--- config.mk ---
export PLATFORM = sky130hd
export DESIGN_NAME = iface_master
export DESIGN_NICKNAME = d
export VERILOG_FILES = /design/src/rtl/iface_master.sv
export SDC_FILE = /design/constraint.sdc
export NUM_CORES = 1
export LEC_CHECK = 0
export BUFFER_PORTS_ARGS = -buffer_cell sky130_fd_sc_hd__buf_4
export CORE_UTILIZATION = 25
export CTS_CLUSTER_SIZE = 8
export DETAILED_ROUTE_END_ITERATION = 8
export GPL_ROUTABILITY_DRIVEN = 0
export GPL_TIMING_DRIVEN = 0
export MAX_ROUTING_LAYER = met4
export SLEW_MARGIN = 20
export SYNTH_ARGS = -nofsm -noshare
export SYNTH_HDL_FRONTEND = slang
export SYNTH_SLANG_ARGS = --single-unit
--- constraint.sdc ---
create_clock -name CLK -period 4.35 [get_ports CLK]
set_clock_uncertainty 0.15 [all_clocks]
set_input_delay 1.305 -clock CLK [delete_from_list [all_inputs] [get_ports CLK]]
set_output_delay 1.305 -clock CLK [all_outputs]
set_load 0.1 [all_outputs]
--- src/rtl/iface_master.sv ---
// Command-to-target bridge: one outstanding write or read at a time,
// with a rdy timeout and a held response channel.
`timescale 1ns/1ps
module iface_master #(
  parameter int TIMEOUT = 15
) (
  input  logic       CLK,
  input  logic       RST_N,
  input  logic       cmd_valid,
  output logic       cmd_ready,
  input  logic       cmd_write,
  input  logic [2:0] cmd_addr,
  input  logic       cmd_wdata,
  output logic [2:0] write_address,
  output logic       write_data,
  output logic       write_en,
  input  logic       write_rdy,
  output logic [2:0] read_address,
  output logic       read_en,
  input  logic       read_data,
  input  logic       read_rdy,
  output logic       rsp_valid,
  input  logic       rsp_ready,
  output logic       rsp_write,
  output logic       rsp_data,
  output logic       rsp_err,
  output logic [7:0] txn_count,
  output logic [3:0] err_count
);

  localparam logic [1:0] IDLE = 2'd0;
  localparam logic [1:0] WR   = 2'd1;
  localparam logic [1:0] RD   = 2'd2;
  localparam logic [1:0] RSP  = 2'd3;

  logic [1:0] state_q, state_d;
  logic       wr_q, wr_d;
  logic [2:0] addr_q, addr_d;
  logic       wdata_q, wdata_d;
  logic [7:0] wait_q, wait_d;
  logic       rdata_q, rdata_d;
  logic       err_q, err_d;
  logic [7:0] txn_q, txn_d;
  logic [3:0] errc_q, errc_d;
  logic       fire;

  assign cmd_ready     = (state_q == IDLE);
  assign write_en      = (state_q == WR) & write_rdy;
  assign read_en       = (state_q == RD) & read_rdy;
  assign fire          = write_en | read_en;
  assign write_address = addr_q;
  assign read_address  = addr_q;
  assign write_data    = wdata_q;
  assign rsp_valid     = (state_q == RSP);
  assign rsp_write     = wr_q;
  assign rsp_data      = rdata_q;
  assign rsp_err       = err_q;
  assign txn_count     = txn_q;
  assign err_count     = errc_q;

  always_comb begin
    state_d = state_q;
    wr_d    = wr_q;
    addr_d  = addr_q;
    wdata_d = wdata_q;
    wait_d  = wait_q;
    rdata_d = rdata_q;
    err_d   = err_q;
    txn_d   = txn_q;
    errc_d  = errc_q;
    unique case (state_q)
      IDLE: begin
        if (cmd_valid) begin
          wr_d    = cmd_write;
          addr_d  = cmd_addr;
          wdata_d = cmd_wdata;
          wait_d  = 8'd0;
          state_d = cmd_write ? WR : RD;
        end
      end
      WR, RD: begin
        // a fire in the last allowed cycle wins over the abort
        if (fire) begin
          state_d = RSP;
          err_d   = 1'b0;
          rdata_d = (state_q == RD) ? read_data : 1'b0;
          txn_d   = txn_q + 8'd1;
        end else if (wait_q == 8'(TIMEOUT)) begin
          state_d = RSP;
          err_d   = 1'b1;
          rdata_d = 1'b0;
          if (errc_q != 4'hf) errc_d = errc_q + 4'd1;
        end else begin
          wait_d = wait_q + 8'd1;
        end
      end
      RSP: begin
        if (rsp_ready) state_d = IDLE;
      end
      default: state_d = IDLE;
    endcase
  end

  always_ff @(posedge CLK or negedge RST_N) begin
    if (!RST_N) begin
      state_q <= IDLE;
      wr_q    <= 1'b0;
      addr_q  <= 3'd0;
      wdata_q <= 1'b0;
      wait_q  <= 8'd0;
      rdata_q <= 1'b0;
      err_q   <= 1'b0;
      txn_q   <= 8'd0;
      errc_q  <= 4'd0;
    end else begin
      state_q <= state_d;
      wr_q    <= wr_d;
      addr_q  <= addr_d;
      wdata_q <= wdata_d;
      wait_q  <= wait_d;
      rdata_q <= rdata_d;
      err_q   <= err_d;
      txn_q   <= txn_d;
      errc_q  <= errc_d;
    end
  end

endmodule

* After elaboration in Yosys (flattened, before gate mapping)
Index checks and enable logic that the tools add are counted.
** Storage, ports and cells
- Bits in registers :: 29
- Input port bits :: 12
- Word-level logic and storage cells :: 51
** Operators by class
- $add $sub $neg :: 3
- Equal/unequal tests :: 10
- Mux-type cells :: 15
- Bitwise gates (word level) :: 4
- Reductions and logical operators :: 10
** Operators with widths (number)
- $mux 8 :: 3
- $add 8x1->8 const B :: 2
- $pmux 8 s2 :: 1
- $mux 2 :: 5
- $eq 8x4->1 const B :: 1
- $reduce_and 4->1 :: 2
- $ne 2x2->1 const B :: 3
- $pmux 2 s3 :: 1
- $reduce_and 2->1 :: 3
- $mux 1 :: 5
- $add 4x1->4 const B :: 1
- $eq 2x2->1 const B :: 2
- $ne 4x4->1 const B :: 1
- $reduce_bool 2->1 :: 2
- $ne 3x3->1 const B :: 1
- $reduce_and 3->1 :: 1
- $and 1x1->1 :: 2
- $eq 2x1->1 const B :: 1
- $logic_not 2->1 :: 1
- $ne 2x1->1 const B :: 1
- $reduce_or 2->1 :: 1
- $not 1->1 :: 1
- $or 1x1->1 :: 1

* Logic depth before layout (Yosys ltp)
Gate-level depths: netlist of the first run.
- Depth in word-level cells :: 5
- Mapped depth :: 6
- Gate-level depth less buffers :: 6

* Worst setup path before layout of the first run
No wires, ideal clock.
- Path kind :: in2out
- Start point :: input port read_rdy
- End point :: output port read_en
- Data arrival time :: 2042 ps
- Data required time :: 2895 ps
- Setup slack :: 853 ps
- Stages on the path :: 1
- Path buffers :: 0
- Path through :: and2_1
** On the way
- Cells in the longest elaborated chain, start to end :: 1
** RTL lines
- from (decl) :: line 21 : input logic read_rdy,
- $and 1x1->1 :: line 49 : assign read_en = (state_q == RD) & read_rdy;
- to (decl) :: line 19 : output logic read_en,
Every way passes these cells.

* Worst setup path after layout of the first run
Ends and elaborated chain as after synthesis.

==> results.cfg, run 1 <==
[clock_tree]
cts-htree-levels = 2
clockBufferDepth = 2
cts_root_buf = clkbuf_8
clock_latency_ps = 270
path_clk_slew_ps = 60
cts-hold-fix-buffers = 0
cts_sinks = 29
cts-buffers-inserted = 5
post_cts_buffers = 0
post_cts_resized = 0
cts_tree = yes

[floorplan]
die_h_um = 78.9
die_w_um = 78.9
io_pins = 38
dieArea_um2 = 6220
start_util_pct = 26.3
rows = 27
core_um2 = 5610

[logic_synthesis]
postSynthAreaPerCell_um2 = 11.0
synth-edff-count = 0
synth_fp_nets = 153
ys_types = 34
ys.flop_type = dfrtp_1
ys_seq_elements = 29
synthArstFlopShare_pct = 100
yosysWarnings = 0
syn-cell-area_um2 = 1480
synth_seq_area_share_pct = 49.1
netlist_instances = 134

[sta]
tns_ps = 0
grt_setup_unrepaired = false
max_freq_ghz = 0.307
tightest_slew_ps = 610
finalCriticalPeriod_ps = 3260
setup_violations = 0
hold_viol = 0
drv_slew = 0
slew_headroom_pct = 58.8
fin_crit_sh_pct = 74.9

[routing]
routedWlPerCell_um = 12.6
drtPass1Iterations = 4
drc = 0
viasPerCell = 4.70
wl_um = 3160
final_antenna_net_count = 0
drt_iter0_drc = 36
vias = 1180

[min_path]
hold_depth = 1
hold_end = txn_count[7]
hold_path_class = register to register
worstHoldStart = txn_count[7]

[critical_path]
worstReg2RegStart = state_q[0]
cp_max_fo = 3
reg2reg_depth = 6
setup.worst_path.class = input pin to primary output
cp.arrival_ps = 1800
r2r_slack_ps = 2210
r2r_end = wait_q[7]
critPathCaptureType = primary output
worstPathRequired_ps = 2890
critPathLaunchType = input pin

[finish]
antenna_cells = 0
syn_to_final_growth_pct = 31.8
drive_above_1_share_pct = 32.4
nNetsFinal = 197

[outcome]
status = complete, no violations

[grt]
grt_pass1_vias = 1163
grt_overflow = 0
grt_pass1_wl_um = 5350
grt_max_degree = 30
antenna_found_initial = 0
grtUsageTotal_pct = 11.3

[placed_design]
hpwl_um = 2390
io_buffers = 37

[flow_run]
drv_cap = 0
-- cell type report --
type                    count  area, um^2
fillers                   606        3660
clock buffers               7        96.3
inverters                   8        30.0
multi-input cells          93         696
flip-flops and latches     29         726
well taps                  72        90.1
plain buffers               4        26.3
repair buffers             37         278
clock inverters             1        5.00
-- cells in the final DEF (no fill, tap or decap), types with 5 or more instances in the layout --
cell      count
and3_1        5
buf_4        40
clkbuf_8      7
dfrtp_1      29
ha_1          7
inv_1         8
mux2_2        7
nand2_1       9
nand3_1       7
nand4_1       5
o21ai_0       5
xnor2_1       8
-- worst max-delay path by stage --
| stage | depth (start not counted) | to | start |
|---|---|---|---|
| after CTS | 3 | read_en | read_rdy |
| after floorplan | 1 | read_en | read_rdy |
| after global routing | 3 | write_en | write_rdy |
| final | 3 | read_en | read_rdy |
| after detailed placement | 3 | read_en | read_rdy |
| after global placement | 3 | write_en | write_rdy |
-- metrics by stage --
step / cell area [um^2] / hold WS [ps] / util, % / setup slack (ps) / cells
final: 1950 / 328 / 34.7 / 1090 / 251
after global routing: 1950 / 370 / 34.7 / 1050 / 251
after CTS: 1950 / 341 / 34.7 / 1090 / 251
after detailed placement: 1850 / 332 / 32.9 / 1090 / 243
after global placement: 1850 / 323 / 32.9 / 1100 / 243
after floorplan: 1480 / 366 / - / 853 / 134
-- flip-flops by register name, summed over array words and instances (netlist names) --
signal / flops
write_data: 1
state_q: 2
rsp_err: 1
rsp_write: 1
txn_count: 8
wait_q: 8
read_address: 3
rsp_data: 1
err_count: 4
-- critical path, stage by stage --
cell and delay (ps):
buf_4 90, and2_1 120, buf_4 290
-- synthesized netlist by cell type, types with 2 or more instances --
master / count / share of area [%]
dfrtp_1: 29 / 49
nand2_1: 9 / 2.3
inv_1: 8 / 2.0
xnor2_1: 8 / 4.7
ha_1: 7 / 5.9
mux2_2: 7 / 5.3
nand3_1: 7 / 2.4
and3_1: 5 / 2.1
nand4_1: 5 / 2.1
o21ai_0: 5 / 1.7
a31oi_1: 4 / 1.7
mux2i_1: 4 / 2.7
a21oi_1: 3 / 1.0
buf_4: 3 / 1.5
nand2b_1: 3 / 1.3
nor2_1: 3 / 0.76
and2_1: 2 / 0.85
nor3_1: 2 / 0.68
o211ai_1: 2 / 1.0
o221ai_1: 2 / 1.2
or4_1: 2 / 1.0
xor2_1: 2 / 1.2
-- per-layer routing --
metal / GRT usage [%] / routed length [um] / up-vias
li1: - / - / 575
met1: 14.5 / 1470 / 573
met2: 17.0 / 1510 / 26
met3: 3.10 / 133 / 6
met4: 4.36 / 47 / 0
met5: - / 0 / -
-- cell families (layout without fill, tap and decap cells) --
family                   count (synthesis)  after routing  share of synthesized area [%]
flip-flops                              29             29                           49.1
adder cells (fa/ha/maj)                  7              7                           5.93
multiplexers                            11             11                           8.04
buffers and inverters                   12             57                           3.81
XOR/XNOR                                10             10                           5.93
AO/OA/AOI/OAI                           24             24                           11.1
AND/OR/NAND/NOR                         41             41                           16.1
Power of run 1 is not shown: default switching activity piles up to over one toggle a cycle in this logic, so the estimate is an artifact.
==> inputs of run 2 (changes only) <==
--- a/config.mk
+++ b/config.mk
@@ -5,6 +5,7 @@
 export SDC_FILE = /design/constraint.sdc
 export NUM_CORES = 1
 export LEC_CHECK = 0
+export ABC_AREA = 1
 export BUFFER_PORTS_ARGS = -buffer_cell sky130_fd_sc_hd__buf_4
 export CORE_UTILIZATION = 25
 export CTS_CLUSTER_SIZE = 8
==> constraint.sdc (replaced) <==
create_clock -name CLK -period 2.7 [get_ports CLK]
set_clock_uncertainty 0.15 [all_clocks]
set_input_delay 0.81 -clock CLK [delete_from_list [all_inputs] [get_ports CLK]]
set_output_delay 0.81 -clock CLK [all_outputs]
set_load 0.1 [all_outputs]
==> run 2 against run 1 <==
Die area grew 5.6%. Flip-flop and latch count is the same. Global-route usage is essentially flat. Utilization shrank 0.74 points. Critical path depth grew 2. Non-clock buffer count grew 1. Register-to-register slack lost 1400 ps. Area after synthesis grew 5.8%. Setup slack lost 750 ps. Critical path type is now register to primary output. Highest routed layer unchanged.
==> results.cfg, run 2 <==
[sta]
tns_ps = 0
max_freq_ghz = 0.424
drv_slew = 0
fin_crit_sh_pct = 87.4
finalCriticalPeriod_ps = 2360
grt_setup_unrepaired = false
setup_violations = 0
hold_viol = 0
slew_headroom_pct = 74.8
fin_ws_ps = 340
tightest_slew_ps = 377

[critical_path]
worstPathRequired_ps = 1740
worstPathCellList = inv_1, ha_1, nand2_1, inv_1, buf_4
cpMaxStageDelayCell = dfrtp_1
cpPeakStageDelay_ps = 410
cp_max_fo = 4
cp.arrival_ps = 1400
crit_top_cell = inv_1
setup.worst_path.class = register to primary output
critPathCaptureType = primary output
critPathLaunchType = register

[logic_synthesis]
yosysTopAreaCellShare_pct = 46.4
synthTopCellsByCount = 53 x nand2_1, 29 x dfrtp_1, 18 x inv_1
synth_fp_nets = 201
syn-cell-area_um2 = 1560
synth_seq_area_share_pct = 46.4
postSynthAreaPerCell_um2 = 8.59
synth.largest_area_cell = dfrtp_1
ys.flop_type = dfrtp_1
yosysWarnings = 0
yosysMostFrequentCell = nand2_1
netlist_instances = 182
synth-edff-count = 0
synthArstFlopShare_pct = 100
ys_types = 25
synthTopCellsByArea = dfrtp_1 46%, nand2_1 13%, ha_1 5.6%
ys_seq_elements = 29

[min_path]
hold_path_class = input pin to asynchronous set/reset pin

[placed_design]
io_buffers = 37
hpwl_um = 2400
dp_slack_ps = 464

[clock_tree]
clock_latency_ps = 280
clockBufferDepth = 2
path_clk_slew_ps = 60
cts_sinks = 29
post_cts_resized = 0
cts-buffers-inserted = 5
post_cts_buffers = 0
cts_root_buf = clkbuf_8
cts_tree = yes
cts-hold-fix-buffers = 0
cts-htree-levels = 2

[routing]
drc = 0
vias = 1304
drtPass1Iterations = 4
routedWlPerCell_um = 10.6
viasPerCell = 4.32
final_antenna_net_count = 0
drt_iter0_drc = 58
wl_um = 3190

[grt]
antenna_found_initial = 0
grtUsageTotal_pct = 11.3
grt_max_degree = 30
grt_overflow = 0
grt_pass1_wl_um = 5580
grt_pass1_vias = 1228

[finish]
fillerInstances = 626
final_cell_mix = 53 x nand2_1, 41 x buf_4, 29 x dfrtp_1, 18 x inv_1, 15 x nand3_1
syn_to_final_growth_pct = 30.3
layout_commonest_cell = nand2_1
drive_above_1_share_pct = 28.2
utilization_pct = 34.0
antenna_cells = 0
nNetsFinal = 245

[floorplan]
die_h_um = 81.1
start_util_pct = 26.1
dieArea_um2 = 6570
die_w_um = 81.1
rows = 28
io_pins = 38
core_um2 = 5990

[outcome]
status = complete, no violations

[flow_run]
drv_cap = 0
[run 2: changes by cell type in the layout (fill, tap and decap cells not counted), moves of 4 or more]
cell,change
mux2i_1,-4
nand4_1,-4
inv_1,+10
o21ai_0,+6
a31oi_1,-4
nand2_1,+44
nand3_1,+8
nor2_1,+10
and3_1,-5
[run 2: metal layers]
layer / wire length [um] / GRT usage [%]
met1: 1540 / 14.5
met2: 1430 / 17.2
met3: 177 / 3.15
met4: 44 / 3.75
met5: 0 / -
[run 2: area by class of cell]
class / instances / area (um^2) / area share [%]
clock inverters: 1 / 5.00 / 0.246
clock buffers: 7 / 96.3 / 4.73
inverters: 18 / 67.6 / 3.32
repair buffers: 37 / 278 / 13.6
flip-flops and latches: 29 / 726 / 35.6
plain buffers: 5 / 41.3 / 2.03
multi-input cells: 130 / 728 / 35.8
well taps: 75 / 93.8 / 4.61
[run 2: kinds of logic (layout without fill, tap and decap cells)]
group | Yosys count | in the layout | synth area share [%]
mux | 4 | 4 | 2.88
compound gates | 18 | 18 | 6.81
xor+xnor | 10 | 10 | 5.60
buf+inv | 23 | 68 | 6.97
fa+ha+maj | 7 | 7 | 5.60
flops | 29 | 29 | 46.4
simple gates | 91 | 91 | 25.7
[run 2: worst paths after layout]
kind / startpoint / endpoint / slack [ps] / cells after the start
max: state_q[0] / read_en / 340 / 5
min: RST_N / txn_count[1] / 300 / 1
max reg2reg: state_q[0] / wait_q[3] / 820 / 7
min reg2reg: rsp_write / rsp_write / 340 / 2
max in group asynchronous: RST_N / state_q[1] / 1830 / 1
min in group CLK: rsp_write / rsp_write / 340 / 2
[run 2: metrics by stage]
| stage | instances | hold slack (ps) | cell area (um^2) |
|---|---|---|---|
| finish | 302 | 299 | 2040 |
| global route | 302 | 321 | 2040 |
| CTS | 302 | 307 | 2040 |
| detailed placement | 294 | 329 | 1930 |
| global placement | 294 | 331 | 1930 |
| floorplan | 182 | 340 | 1560 |
[run 2: worst max-delay path: cells and delay by family, from the launching register on]
kind	cells	cell delay, ps
buffers and inverters	3	430
flip-flops	1	410
AND/OR/NAND/NOR	1	80
adder cells (fa/ha/maj)	1	200
Power of run 2 is left out for the same reason.
==> inputs of run 3 (changes only) <==
--- a/config.mk
+++ b/config.mk
@@ -7,12 +7,14 @@
 export LEC_CHECK = 0
 export ABC_AREA = 1
 export BUFFER_PORTS_ARGS = -buffer_cell sky130_fd_sc_hd__buf_4
+export CORE_ASPECT_RATIO = 0.75
 export CORE_UTILIZATION = 25
 export CTS_CLUSTER_SIZE = 8
 export DETAILED_ROUTE_END_ITERATION = 8
 export GPL_ROUTABILITY_DRIVEN = 0
 export GPL_TIMING_DRIVEN = 0
 export MAX_ROUTING_LAYER = met4
+export RECOVER_POWER = 50
 export SLEW_MARGIN = 20
 export SYNTH_ARGS = -nofsm -noshare
 export SYNTH_HDL_FRONTEND = slang
==> run 3 against run 2 <==
Flip-flop and latch count is the same. Sequential share of layout area is 0.38 points higher. Utilization grew 0.072 points. Final cell count increased by 0.66%. The flow now finishes with violations (max-capacitance violations, max-slew violations). First-iteration DRC count fell by 3.4%. Non-clock buffer count unchanged. Cell area down 1.0%. Hold slack improved by 41 ps. Die area about the same.
==> results.cfg, run 3 (synthesis gave the netlist of run 2 again) <==
[grt]
grt_max_degree = 30
grtUsageTotal_pct = 11.6
grt_pass1_vias = 1174
grt_overflow = 0
antenna_found_initial = 0
grt_pass1_wl_um = 5560

[sta]
setup_violations = 0
tns_ps = 0
fin_crit_sh_pct = 86.3
drv_slew = 30
max_freq_ghz = 0.429
grt_setup_unrepaired = false
slew_headroom_pct = -2.47
tightest_slew_ps = 1540
finalCriticalPeriod_ps = 2330
hold_viol = 0

[flow_run]
drv_cap = 1

[clock_tree]
clock_latency_ps = 280
post_cts_buffers = 0
cts-hold-fix-buffers = 0
cts_sinks = 29
clockBufferDepth = 2
cts-buffers-inserted = 5
post_cts_resized = 0
cts_root_buf = clkbuf_8
cts-htree-levels = 2
path_clk_slew_ps = 60
cts_tree = yes

[critical_path]
critPathLaunchType = register
critPathCaptureType = primary output
worstReg2RegStart = state_q[0]
reg2reg_depth = 7
cp.arrival_ps = 1370
r2r_slack_ps = 470
setup.worst_path.class = register to primary output
worstPathRequired_ps = 1740
cp_max_fo = 4
r2r_end = wait_q[7]

[routing]
drc = 0
viasPerCell = 4.16
final_antenna_net_count = 0
vias = 1264
wl_um = 3130
drtPass1Iterations = 4
routedWlPerCell_um = 10.3
drt_iter0_drc = 56

[outcome]
violations = max-capacitance violations, max-slew violations
status = finished, violations left

[finish]
nNetsFinal = 245
layout_commonest_cell = nand2_1
final_cell_mix = 54 x nand2_1, 39 x buf_4, 29 x dfrtp_1, 18 x inv_1, 15 x nand3_1
drive_above_1_share_pct = 26.1
fillerInstances = 623
syn_to_final_growth_pct = 28.9
antenna_cells = 0

[min_path]
hold_path_class = register to register
worstHoldStart = rsp_write
hold_depth = 2
hold_end = rsp_write

[floorplan]
die_w_um = 93.3
core_um2 = 5920
dieArea_um2 = 6570
io_pins = 38
die_h_um = 70.5
rows = 24
start_util_pct = 26.4

[placed_design]
hpwl_um = 2390
io_buffers = 37
## run 3: cell count changes in the layout (fill, tap and decap cells not counted)
cell      before  now
nand2_1       53   54
nand2_2        2    1
buf_4         41   39
clkbuf_8       7    6
clkbuf_1       0    3
clkinv_2       1    0
## run 3: worst max path at each step
stage	from	to	slack, ps	cells after the start
4_1_cts	state_q[0]	read_en	350	5
2_1_floorplan	state_q[0]	wait_q[5]	230	8
6_report	state_q[0]	read_en	370	5
3_5_place_dp	write_rdy	write_en	470	4
5_1_grt	state_q[1]	txn_count[5]	190	7
3_3_place_gp	read_rdy	read_en	470	4
## run 3: layer usage
layer	up-vias	GRT usage (%)	part of all wire (%)	wire length, um
li1	665	-	-	-
met1	568	15.6	51	1600
met2	25	15.6	42	1320
met3	6	3.27	4.7	147
met4	0	5.98	2.2	70
met5	-	-	0	0
## run 3: final cells by class
type	count	area (um^2)	area share [%]
Sequential cell	29	726	36.0
Multi-Input combinational cell	130	726	36.0
Timing Repair Buffer	37	274	13.6
Tap cell	78	97.6	4.84
Clock buffer	7	86.3	4.29
Inverter	18	67.6	3.35
Buffer	5	37.5	1.86
## run 3: critical path, cell delays in order, from the launching register on
cell,delay (ps)
dfrtp_1,410
inv_1,90
ha_1,190
nand2_1,70
inv_1,50
buf_4,280
## run 3: per-stage QoR
step / hold WS, ps / cells / cell area [um^2] / util [%] / setup WS (ps)
after floorplan: 340 / 182 / 1560 / - / 226
after global placement: 324 / 297 / 1940 / 32.8 / 468
after detailed placement: 329 / 297 / 1940 / 32.8 / 470
after CTS: 312 / 304 / 2020 / 34.2 / 347
after global routing: 369 / 304 / 2010 / 34.1 / 189
final: 340 / 304 / 2010 / 34.1 / 369
Power of run 3 is left out for the same reason.
